File: config.mk
export PLATFORM = sky130hd
export DESIGN_NAME = kuz_l_seq
export DESIGN_NICKNAME = d
export VERILOG_FILES = /design/src/rtl/kuz_pkg.sv /design/src/rtl/kuz_r_step.sv /design/src/rtl/kuz_l_seq.sv
export SDC_FILE = /design/constraint.sdc
export NUM_CORES = 1
export LEC_CHECK = 0
export ABC_AREA = 1
export ABC_CLOCK_PERIOD_IN_PS = 4750
export CORE_ASPECT_RATIO = 0.5
export CORE_UTILIZATION = 30
export CTS_BUF_LIST = sky130_fd_sc_hd__clkbuf_8
export DETAILED_ROUTE_END_ITERATION = 8
export PLACE_DENSITY = 0.52
export SETUP_SLACK_MARGIN = 0.15
export SLEW_MARGIN = 0
export SYNTH_ARGS = -nofsm -noshare
export SYNTH_HDL_FRONTEND = slang
export SYNTH_SLANG_ARGS = --single-unit
File: constraint.sdc
create_clock -name clk -period 4.75 [get_ports clk]
set_input_delay 0.95 -clock clk [delete_from_list [all_inputs] [get_ports clk]]
set_output_delay 0.95 -clock clk [all_outputs]
set_load 0.01 [all_outputs]
File: src/rtl/kuz_pkg.sv
// Shared types, constants and GF(2^8) helper for the Kuznechik L-transform sequencer.
// Optional inverse mode is enabled by defining KUZ_L_INV_EN.
package kuz_pkg;

    typedef logic [127:0] block_t;

    typedef enum logic [1:0] {
        IDLE = 2'd0,
        RUN  = 2'd1,
        DONE = 2'd2
    } state_t;

    // Low byte of the field polynomial x^8+x^7+x^6+x+1.
    localparam logic [7:0] GF_POLY = 8'hC3;

    localparam logic [7:0] L_COEF [16] = '{
        8'd148, 8'd32,  8'd133, 8'd16,  8'd194, 8'd192, 8'd1,   8'd251,
        8'd1,   8'd192, 8'd194, 8'd16,  8'd133, 8'd32,  8'd148, 8'd1
    };

    function automatic logic [7:0] gmul(input logic [7:0] a, input logic [7:0] b);
        logic [7:0] acc;
        logic [7:0] x;
        acc = 8'h00;
        x   = a;
        for (int i = 0; i < 8; i++) begin
            if (b[i]) begin
                acc = acc ^ x;
            end
            x = {x[6:0], 1'b0} ^ (x[7] ? GF_POLY : 8'h00);
        end
        return acc;
    endfunction

endpackage

File: src/rtl/kuz_r_step.sv
// One combinational Kuznechik R step (byte shift plus linear feedback byte).
// With KUZ_L_INV_EN defined, an inv select chooses R^-1 instead.
module kuz_r_step
    import kuz_pkg::*;
(
    input  block_t a,
`ifdef KUZ_L_INV_EN
    input  logic   inv,
`endif
    output block_t y
);

    logic [7:0] fwd_fb;
    block_t     fwd;

    always_comb begin
        fwd_fb = 8'h00;
        for (int i = 0; i < 16; i++) begin
            fwd_fb = fwd_fb ^ gmul(L_COEF[i], a[8*i +: 8]);
        end
        fwd = {a[119:0], fwd_fb};
    end

`ifdef KUZ_L_INV_EN
    logic [7:0] inv_fb;
    block_t     bwd;

    // The dropped top byte is recovered from byte 0 and the shifted-down bytes.
    always_comb begin
        inv_fb = a[7:0];
        for (int i = 0; i < 15; i++) begin
            inv_fb = inv_fb ^ gmul(L_COEF[i], a[8*(i+1) +: 8]);
        end
        bwd = {inv_fb, a[127:8]};
    end

    assign y = inv ? bwd : fwd;
`else
    assign y = fwd;
`endif

endmodule

File: src/rtl/kuz_l_seq.sv
// Iterative Kuznechik L sequencer: ROUNDS R steps per block, one per clock.
// Defining KUZ_L_INV_EN adds the in_inv port and an inverse-mode flop.
module kuz_l_seq
    import kuz_pkg::*;
#(
    parameter int ROUNDS = 16,
    parameter int CNT_W  = 5
) (
    input  logic         clk,
    input  logic         rst,
    input  logic         in_valid,
    output logic         in_ready,
    input  logic [127:0] in_data,
`ifdef KUZ_L_INV_EN
    input  logic         in_inv,
`endif
    output logic         out_valid,
    input  logic         out_ready,
    output logic [127:0] out_data,
    output logic         busy
);

    state_t           state;
    block_t           sreg;
    block_t           step_out;
    logic [CNT_W-1:0] cnt;
    logic             last_step;

    assign last_step = (cnt == CNT_W'(ROUNDS - 1));

`ifdef KUZ_L_INV_EN
    logic mode_inv;

    always_ff @(posedge clk or posedge rst) begin
        if (rst) begin
            mode_inv <= 1'b0;
        end else if (state == IDLE && in_valid) begin
            mode_inv <= in_inv;
        end
    end

    kuz_r_step u_step (
        .a   (sreg),
        .inv (mode_inv),
        .y   (step_out)
    );
`else
    kuz_r_step u_step (
        .a (sreg),
        .y (step_out)
    );
`endif

    // State register is cleared too so out_data reads zero after reset.
    always_ff @(posedge clk or posedge rst) begin
        if (rst) begin
            state <= IDLE;
            sreg  <= '0;
            cnt   <= '0;
        end else begin
            case (state)
                IDLE: begin
                    if (in_valid) begin
                        sreg  <= in_data;
                        cnt   <= '0;
                        state <= RUN;
                    end
                end
                RUN: begin
                    sreg <= step_out;
                    cnt  <= cnt + CNT_W'(1);
                    if (last_step) begin
                        state <= DONE;
                    end
                end
                DONE: begin
                    if (out_ready) begin
                        state <= IDLE;
                    end
                end
                default: state <= IDLE;
            endcase
        end
    end

    assign in_ready  = (state == IDLE);
    assign busy      = (state == RUN);
    assign out_valid = (state == DONE);
    assign out_data  = sreg;

endmodule

# After elaboration in Yosys (flattened, before gate mapping)
# Cells that the tools add are included.
# W data, S select, Z words.
totals:
  regBits: 135
  in_bits: 132
  output_inout_bits: 131
  word_cells: 277
op_classes:
  add_sub_neg: 1
  n_eq_ne: 6
  n_mux: 136
  bitwise_logic: 127
  n_reduce_logical: 4
op_table:
  columns: ["cell", "n"]
  rows:
  - ["$mux W8", 65]
  - ["$pmux W128 S2", 1]
  - ["$mux W7", 32]
  - ["$mux W128", 1]
  - ["$xor A8 B8 Y8", 15]
  - ["$not A6 Y6", 16]
  - ["$not A5 Y5", 18]
  - ["$not A4 Y4", 21]
  - ["$mux W6", 12]
  - ["$not A3 Y3", 24]
  - ["$mux W5", 8]
  - ["$not A1 Y1 const A", 31]
  - ["$not A7 Y7", 2]
  - ["$mux W2", 6]
  - ["$mux W4", 3]
  - ["$pmux W5 S2", 1]
  - ["$mux W3", 3]
  - ["$pmux W2 S3", 1]
  - ["$add A5 B1 Y5 const B", 1]
  - ["$eq A5 B4 Y1 const B", 1]
  - ["$ne A2 B1 Y1 const B", 2]
  - ["$mux W1", 3]
  - ["$reduce_and A3 Y1", 1]
  - ["$eq A2 B1 Y1 const B", 1]
  - ["5 further kinds", 5]

# Depth between registers and ports, before layout
# Gate-level depths: netlist of the first run.
depth:
  word_depth: 31
  mapped_depth: 20
  depth_no_buf: 19

# Modules after synthesis
# Synthesis of the first run repeated with hierarchy kept, for this count alone.
unflattened:
  hier_cells: 1843
  hier_area_um2: 11786.3
by_module_without_submodules:
  columns: ["module", "n_inst", "cells_per_inst", "area_each_um2", "seq_area_each_um2"]
  rows:
  - ["kuz_l_seq", 1, 738, 6098.3, 3378.2]
  - ["kuz_r_step", 1, 1105, 5688.0, 0.0]

# Least setup slack after synthesis of the first run
# OpenSTA, ideal clock, no wires.
synth_timing:
  kind: "input-to-reg"
  from: "in in_valid"
  to: "reg sreg[102], in the netlist out_data[102]"
  setup_time_ns: 0.142
  arrival_time_ns: 1.901
  required_time_ns: 4.608
  path_slack_ns: 2.706
  path_stages: 7
  path_buffers: 2
  path_cell_list: "nand2_1 -> inv_1 -> nor2_1 -> inv_1 -> clkbuf_1 -> clkbuf_1 -> o221ai_1"
synth_via:
  elab_chain_len: 2
synth_lines:
  columns: ["item", "line_no", "source"]
  rows:
  - ["start: declaration", "kuz_l_seq.sv:11", "input logic in_valid,"]
  - ["$ne A2 B2 Y1 (no source line)", null, null]
  - ["$reduce_and A2 Y1 (no source line)", null, null]
  - ["end signal: assignment", "kuz_l_seq.sv:64", "sreg <= in_data;"]
  - ["end signal: assignment", "kuz_l_seq.sv:70", "sreg <= step_out;"]
  - ["end: declaration", "kuz_l_seq.sv:24", "block_t sreg;"]
# No other way between the ends.
# A chain may end at the register's enable or synchronous reset.

# Worst setup path after layout of the first run
layout_timing:
  from: "reg state[1]"
  to: "out busy"
layout_via:
  elab_chain_len: 1
layout_lines:
  columns: ["item", "line_no", "source"]
  rows:
  - ["start: declaration", "kuz_l_seq.sv:23", "state_t state;"]
  - ["start signal: assignment", "kuz_l_seq.sv:57", "state <= IDLE;"]
  - ["start signal: assignment", "kuz_l_seq.sv:66", "state <= RUN;"]
  - ["start signal: assignment", "kuz_l_seq.sv:73", "state <= DONE;"]
  - ["$eq A2 B1 Y1", "kuz_l_seq.sv:87", "assign busy = (state == RUN);"]
  - ["end: declaration", "kuz_l_seq.sv:20", "output logic busy"]
# No other way between the ends.

==> results.md, run 1 <==
* Status: complete, no violations
* Gates resized, CTS repair at 0
* Die width at 264 um
* Number of synthesized register bits at 135
* Worst Tran Pin Value at 0.816 ns
* Commonest non-fill, non-tap cell in the layout: nand2_1
* CTS Buffer Depth at 2
* Unrepaired setup endpoints after global routing: no
* Commonest non-fill, non-tap cells in the layout: nand2_1, clkdlybuf4s50_1, inv_1, dfrtp_1, nand3_1
* Count of nets after finishing at 1830
* Crit path required time at 3.80 ns
* Layout cells sized above 1 at 3.93%
* Minimum clock period at 3.23 ns
* FP Rows at 47
* Die height at 133 um
* Worst R2R Setup Slack at 1.88 ns
* Fin Setup TNS at 0 ns
* CP peak stage delay at 0.68 ns
* Gp weighted congestion at 0.864
* Post-DP HPWL at 31500 um
* Mean area per synthesized cell at 7.00 um2
* Synth Cell Area at 0.0103 mm2
* Max-slew headroom at 45.5%
* CP Cell Sequence: nor2_4, clkdlybuf4s50_1
* First-pass GRT wire length at 61200 um
* Final WS setup at 1.52 ns
* H-tree levels at 4
* Reg-to-Reg Start: state[1]$_DFFE_PP0P_
* Total GRT Usage at 23.3%
* Critical Path AT at 2.28 ns
* CTS tree: done
* Core Region at 0.0333 mm2
* Max Fanout on Critical Path at 19
* Clock skew at 0.0123 ns
* CP endpoint kind: output port
* Remaining DRCs at 0
* Place WS at 1.12 ns
* Initial Util at 30.8%
* Critical Path Start Type: flop
* Starting DRT DRC Count at 655
* Worst-Skew Late Latency at 0.50 ns
* CP max-delay cell: clkdlybuf4s50_1
* Max frequency at 309 MHz
* Port Buf Inserts at 262
* Crit path buffers/inverters at 1
* Total number of vias at 10266
* Total gr overflow at 0
* DR WL/cell at 18.8 um
* CP top delay family: buffers and inverters
* Die Area at 0.0350 mm2
* Post-route ant nets at 0
* Num Clock Sinks at 135
* Worst R2R End: out_data[2]$_DFFE_PP0P_
* Final Hold Vio Count at 0
* Inserted Clock Buffers at 17
* Yosys cell types at 37
* Setup repair bufs after CTS at 0
* I/O pin total at 263
* Post-synthesis sequential area ratio at 32.9%
* Post-Syn Nets at 1600
* # setup viols final at 0
* Fin crit share at 68.0%
* # diodes at 0
* Worst path depth at 2
* Fin. max-slew vios at 0
* Pre-Repair DR Iteration Count at 5
* WL final at 40300 um
* Antenna violations before repair at 0
* Hold buffer count at CTS at 0
* Syn Inst Count at 1466
* Syn. warnings at 0
* Crit Path Category: reg -> out
* Vias in the first global route at 10053
* Root buf cell: clkbuf_8
* Number of max-cap violations at 0
* Min-delay worst type: reg -> reg
* Worst Setup SP: state[1]$_DFFE_PP0P_
* Area grow syn2layout at 33.0%
* R2R depth at 8
* Maximum number of pins on one net before global-route repair at 78
* Clock slew at reported path FFs at 0.08 ns
* Avg Vias per Cell at 4.78
* CP endpoint: busy
==> synth_stat cells (all sizes together) <==
cell type	count	share of area (%)
a21o	1	0.073
a21oi	6	0.29
a22o	2	0.17
a22oi	29	2.1
and2	1	0.085
buf	23	1.2
clkbuf	38	1.4
clkinv	1	0.037
dfrtp	135	33
ha	2	0.24
inv	206	7.5
nand2	550	20
nand3	112	5.5
nand3b	13	0.95
nand4	3	0.18
nor2	26	1.0
o211ai	19	1.4
o21ai	37	1.8
o221ai	61	5.2
o22ai	8	0.49
or2	7	0.43
xnor2	86	8.0
xor2	100	8.7
==> worst min path at each step <==
| stage | endpoint | startpoint | slack [ns] | depth (start not counted) |
|---|---|---|---|---|
| floorplan | cnt[0]$_DFFE_PP0P_ | cnt[0]$_DFFE_PP0P_ | 0.49 | 1 |
| global placement | cnt[4]$_DFFE_PP0P_ | cnt[4]$_DFFE_PP0P_ | 0.50 | 2 |
| detailed placement | cnt[4]$_DFFE_PP0P_ | cnt[4]$_DFFE_PP0P_ | 0.52 | 2 |
| CTS | cnt[4]$_DFFE_PP0P_ | cnt[4]$_DFFE_PP0P_ | 0.54 | 2 |
| global route | cnt[0]$_DFFE_PP0P_ | cnt[0]$_DFFE_PP0P_ | 0.56 | 1 |
| finish | cnt[4]$_DFFE_PP0P_ | cnt[4]$_DFFE_PP0P_ | 0.54 | 2 |
==> through the flow <==
stage | cell area [um2] | utilization [%] | hold WS [ns] | instances
floorplan | 10300 | - | 0.490 | 1466
detailed placement | 13300 | 39.8 | 0.519 | 2118
global route | 13600 | 40.9 | 0.556 | 2147
global placement | 13300 | 39.8 | 0.504 | 2118
CTS | 13600 | 40.9 | 0.540 | 2147
finish | 13600 | 40.9 | 0.539 | 2147
==> cells by family (layout without fill, tap and decap cells) <==
kind of cell	count (synthesis)	after routing	synth area share, %
AND/OR/NAND/NOR	712	712	28.4
buffers and inverters	268	508	10.2
XOR/XNOR	186	186	16.7
AO/OA/AOI/OAI	163	163	11.5
flip-flops	135	135	32.9
adder cells (fa/ha/maj)	2	2	0.244
==> worst reg2reg max path: stages (launching register included) <==
cell,delay (ns)
dfrtp_1,0.44
nor2_4,0.66
nor2_2,0.08
buf_4,0.30
inv_2,0.48
buf_4,0.51
o21ai_0,0.15
inv_1,0.07
nand2_1,0.05
==> per-layer routing <==
layer | share of wire (%) | wire length, um | track usage (%)
met1 | 50 | 19900 | 33.2
met2 | 45 | 18200 | 36.8
met3 | 3.6 | 1470 | 3.39
met4 | 1.7 | 699 | 6.47
met5 | 0 | 0 | 0
==> flip-flops by register name, summed over array words and instances (netlist names) <==
name / flops
out_data: 128
cnt: 5
state: 2
==> area by class of cell <==
class	count	area [um2]
sequential	135	3380
timing repair buffer	272	2720
fill	3487	19700
clock buffer	18	248
tap	441	552
clock inverter	11	113
multi-input combinational	1063	5850
inverter	207	785
Power of run 1 is left out: the tool's default activity adds up to more than one toggle a clock period on the data nets, which glitch-free logic cannot reach.
==> run 2, diff against run 1 <==
--- a/config.mk
+++ b/config.mk
@@ -6,12 +6,12 @@
 export NUM_CORES = 1
 export LEC_CHECK = 0
 export ABC_AREA = 1
-export ABC_CLOCK_PERIOD_IN_PS = 4750
+export ABC_CLOCK_PERIOD_IN_PS = 3130
 export CORE_ASPECT_RATIO = 0.5
 export CORE_UTILIZATION = 30
 export CTS_BUF_LIST = sky130_fd_sc_hd__clkbuf_8
 export DETAILED_ROUTE_END_ITERATION = 8
-export PLACE_DENSITY = 0.52
+export PLACE_DENSITY = 0.5
 export SETUP_SLACK_MARGIN = 0.15
 export SLEW_MARGIN = 0
 export SYNTH_ARGS = -nofsm -noshare
==> constraint.sdc (replaced) <==
create_clock -name clk -period 3.13 [get_ports clk]
set_input_delay 0.626 -clock clk [delete_from_list [all_inputs] [get_ports clk]]
set_output_delay 0.626 -clock clk [all_outputs]
set_load 0.01 [all_outputs]
==> results.md, run 2 (synthesis gave the netlist of run 1 again) <==
* CTS Buffer Depth at 2
* CP max-delay cell: dfrtp_1
* Hold buffer count at CTS at 0
* Post-route ant nets at 0
* Fin. max-slew vios at 0
* Gates resized, CTS repair at 0
* Gp weighted congestion at 0.928
* Pre-Repair DR Iteration Count at 5
* Final Hold Vio Count at 0
* DR WL/cell at 19.2 um
* Met1 GRT Util at 33.5%
* CP peak stage delay at 0.70 ns
* First-pass GRT wire length at 63400 um
* Die Area at 0.0350 mm2
* Inserted Clock Buffers at 17
* Port Buf Inserts at 262
* Met2 Resource Use GR at 38.6%
* Status: complete, no violations
* Worst-Skew Late Latency at 0.51 ns
* Num Clock Sinks at 135
* Commonest non-fill, non-tap cell in the layout: nand2_1
* I/O pin total at 263
* Min-delay worst type: in -> async
* CP top delay family: flip-flops
* Dpl cell area at 0.0133 mm2
* Critical Path Start Type: flop
* Worst Tran Pin Value at 1.12 ns
* Avg Vias per Cell at 4.94
* Area grow syn2layout at 34.1%
* Setup repair bufs after CTS at 0
* Max frequency at 403 MHz
* Vias in the first global route at 10390
* Reg-to-Reg Start: out_data[1]$_DFFE_PP0P_
* Critical Path AT at 1.86 ns
* Gr busiest metal: met2
* Max-slew headroom at 25.0%
* Final Util at 41.3%
* Number of max-cap violations at 0
* Core Region at 0.0333 mm2
* Crit path required time at 2.50 ns
* H-tree levels at 4
* Max Fanout on Critical Path at 4
* Fin Setup TNS at 0 ns
* # fillers at 3429
* CP endpoint kind: output port
* Clock slew at reported path FFs at 0.09 ns
* Final instance area at 0.0138 mm2
* # diodes at 0
* Largest register FFs at 128
* Crit Path Category: reg -> out
* Antenna violations before repair at 0
* FP Rows at 47
* Fin crit share at 79.4%
* Initial Util at 30.8%
* Count of nets after finishing at 1830
* Crit path buffers/inverters at 1
* Minimum clock period at 2.48 ns
* Grt met3 use at 3.55%
* Worst Setup SP: out_data[48]$_DFFE_PP0P_
* Layout cells sized above 1 at 4.21%
* Die height at 133 um
* CTS tree: done
* Post-DP HPWL at 32000 um
* Starting DRT DRC Count at 831
* Hold WS at 0.501 ns
* Remaining DRCs at 0
* Root buf cell: clkbuf_8
* WL final at 41300 um
* Total number of vias at 10616
* Clock skew at 0.0151 ns
* Unrepaired setup endpoints after global routing: no
* Commonest non-fill, non-tap cells in the layout: nand2_1, clkdlybuf4s50_1, inv_1, dfrtp_1, nand3_1
* CP Cell Sequence: clkdlybuf4s50_1
* Die width at 264 um
* Total GRT Usage at 23.9%
* Total gr overflow at 0
* # setup viols final at 0
* Maximum number of pins on one net before global-route repair at 129
## run 2: cell types whose count changed in the layout (fill, tap and decap cells not counted)
cell and delta:
buf_12 +3, inv_1 -2, buf_4 -3, clkinv_4 +4, clkbuf_8 -1, bufinv_16 +2, clkinvlp_4 +1, clkinv_2 -1
## run 2: layout make-up
cell class                 count  area, um2  area share, %
sequential                   135       3380           24.6
clock inverter                15        204           1.48
tap                          441        552           4.01
inverter                     207        783           5.69
timing repair buffer         272       2760           20.1
clock buffer                  17        234           1.70
multi-input combinational   1063       5850           42.5
## run 2: worst paths after layout
path                       slack (ns)                       end  cells after the start
setup / recovery                 0.65              out_data[48]                      1
hold / removal                   0.50  out_data[80]$_DFFE_PP0P_                      2
setup reg to reg                 0.84   out_data[1]$_DFFE_PP0P_                     17
hold reg to reg                  0.56        cnt[4]$_DFFE_PP0P_                      2
max in group asynchronous        2.01  out_data[38]$_DFFE_PP0P_                      3
min in group clk                 0.56        cnt[4]$_DFFE_PP0P_                      2
## run 2: metal layers
layer	up-vias	share of wire, %
met4	0	1.6
li1	5114	-
met3	37	4.8
met1	5209	47
met2	256	46
met5	-	0
## run 2: per-stage QoR
stage | std cells | worst slack [ns]
5_1_grt | 2150 | 0.621
2_1_floorplan | 1466 | 0.825
3_3_place_gp | 2118 | 0.875
4_1_cts | 2150 | 0.614
3_5_place_dp | 2118 | 0.841
6_report | 2150 | 0.646
Power of run 2 is left out for the same reason.
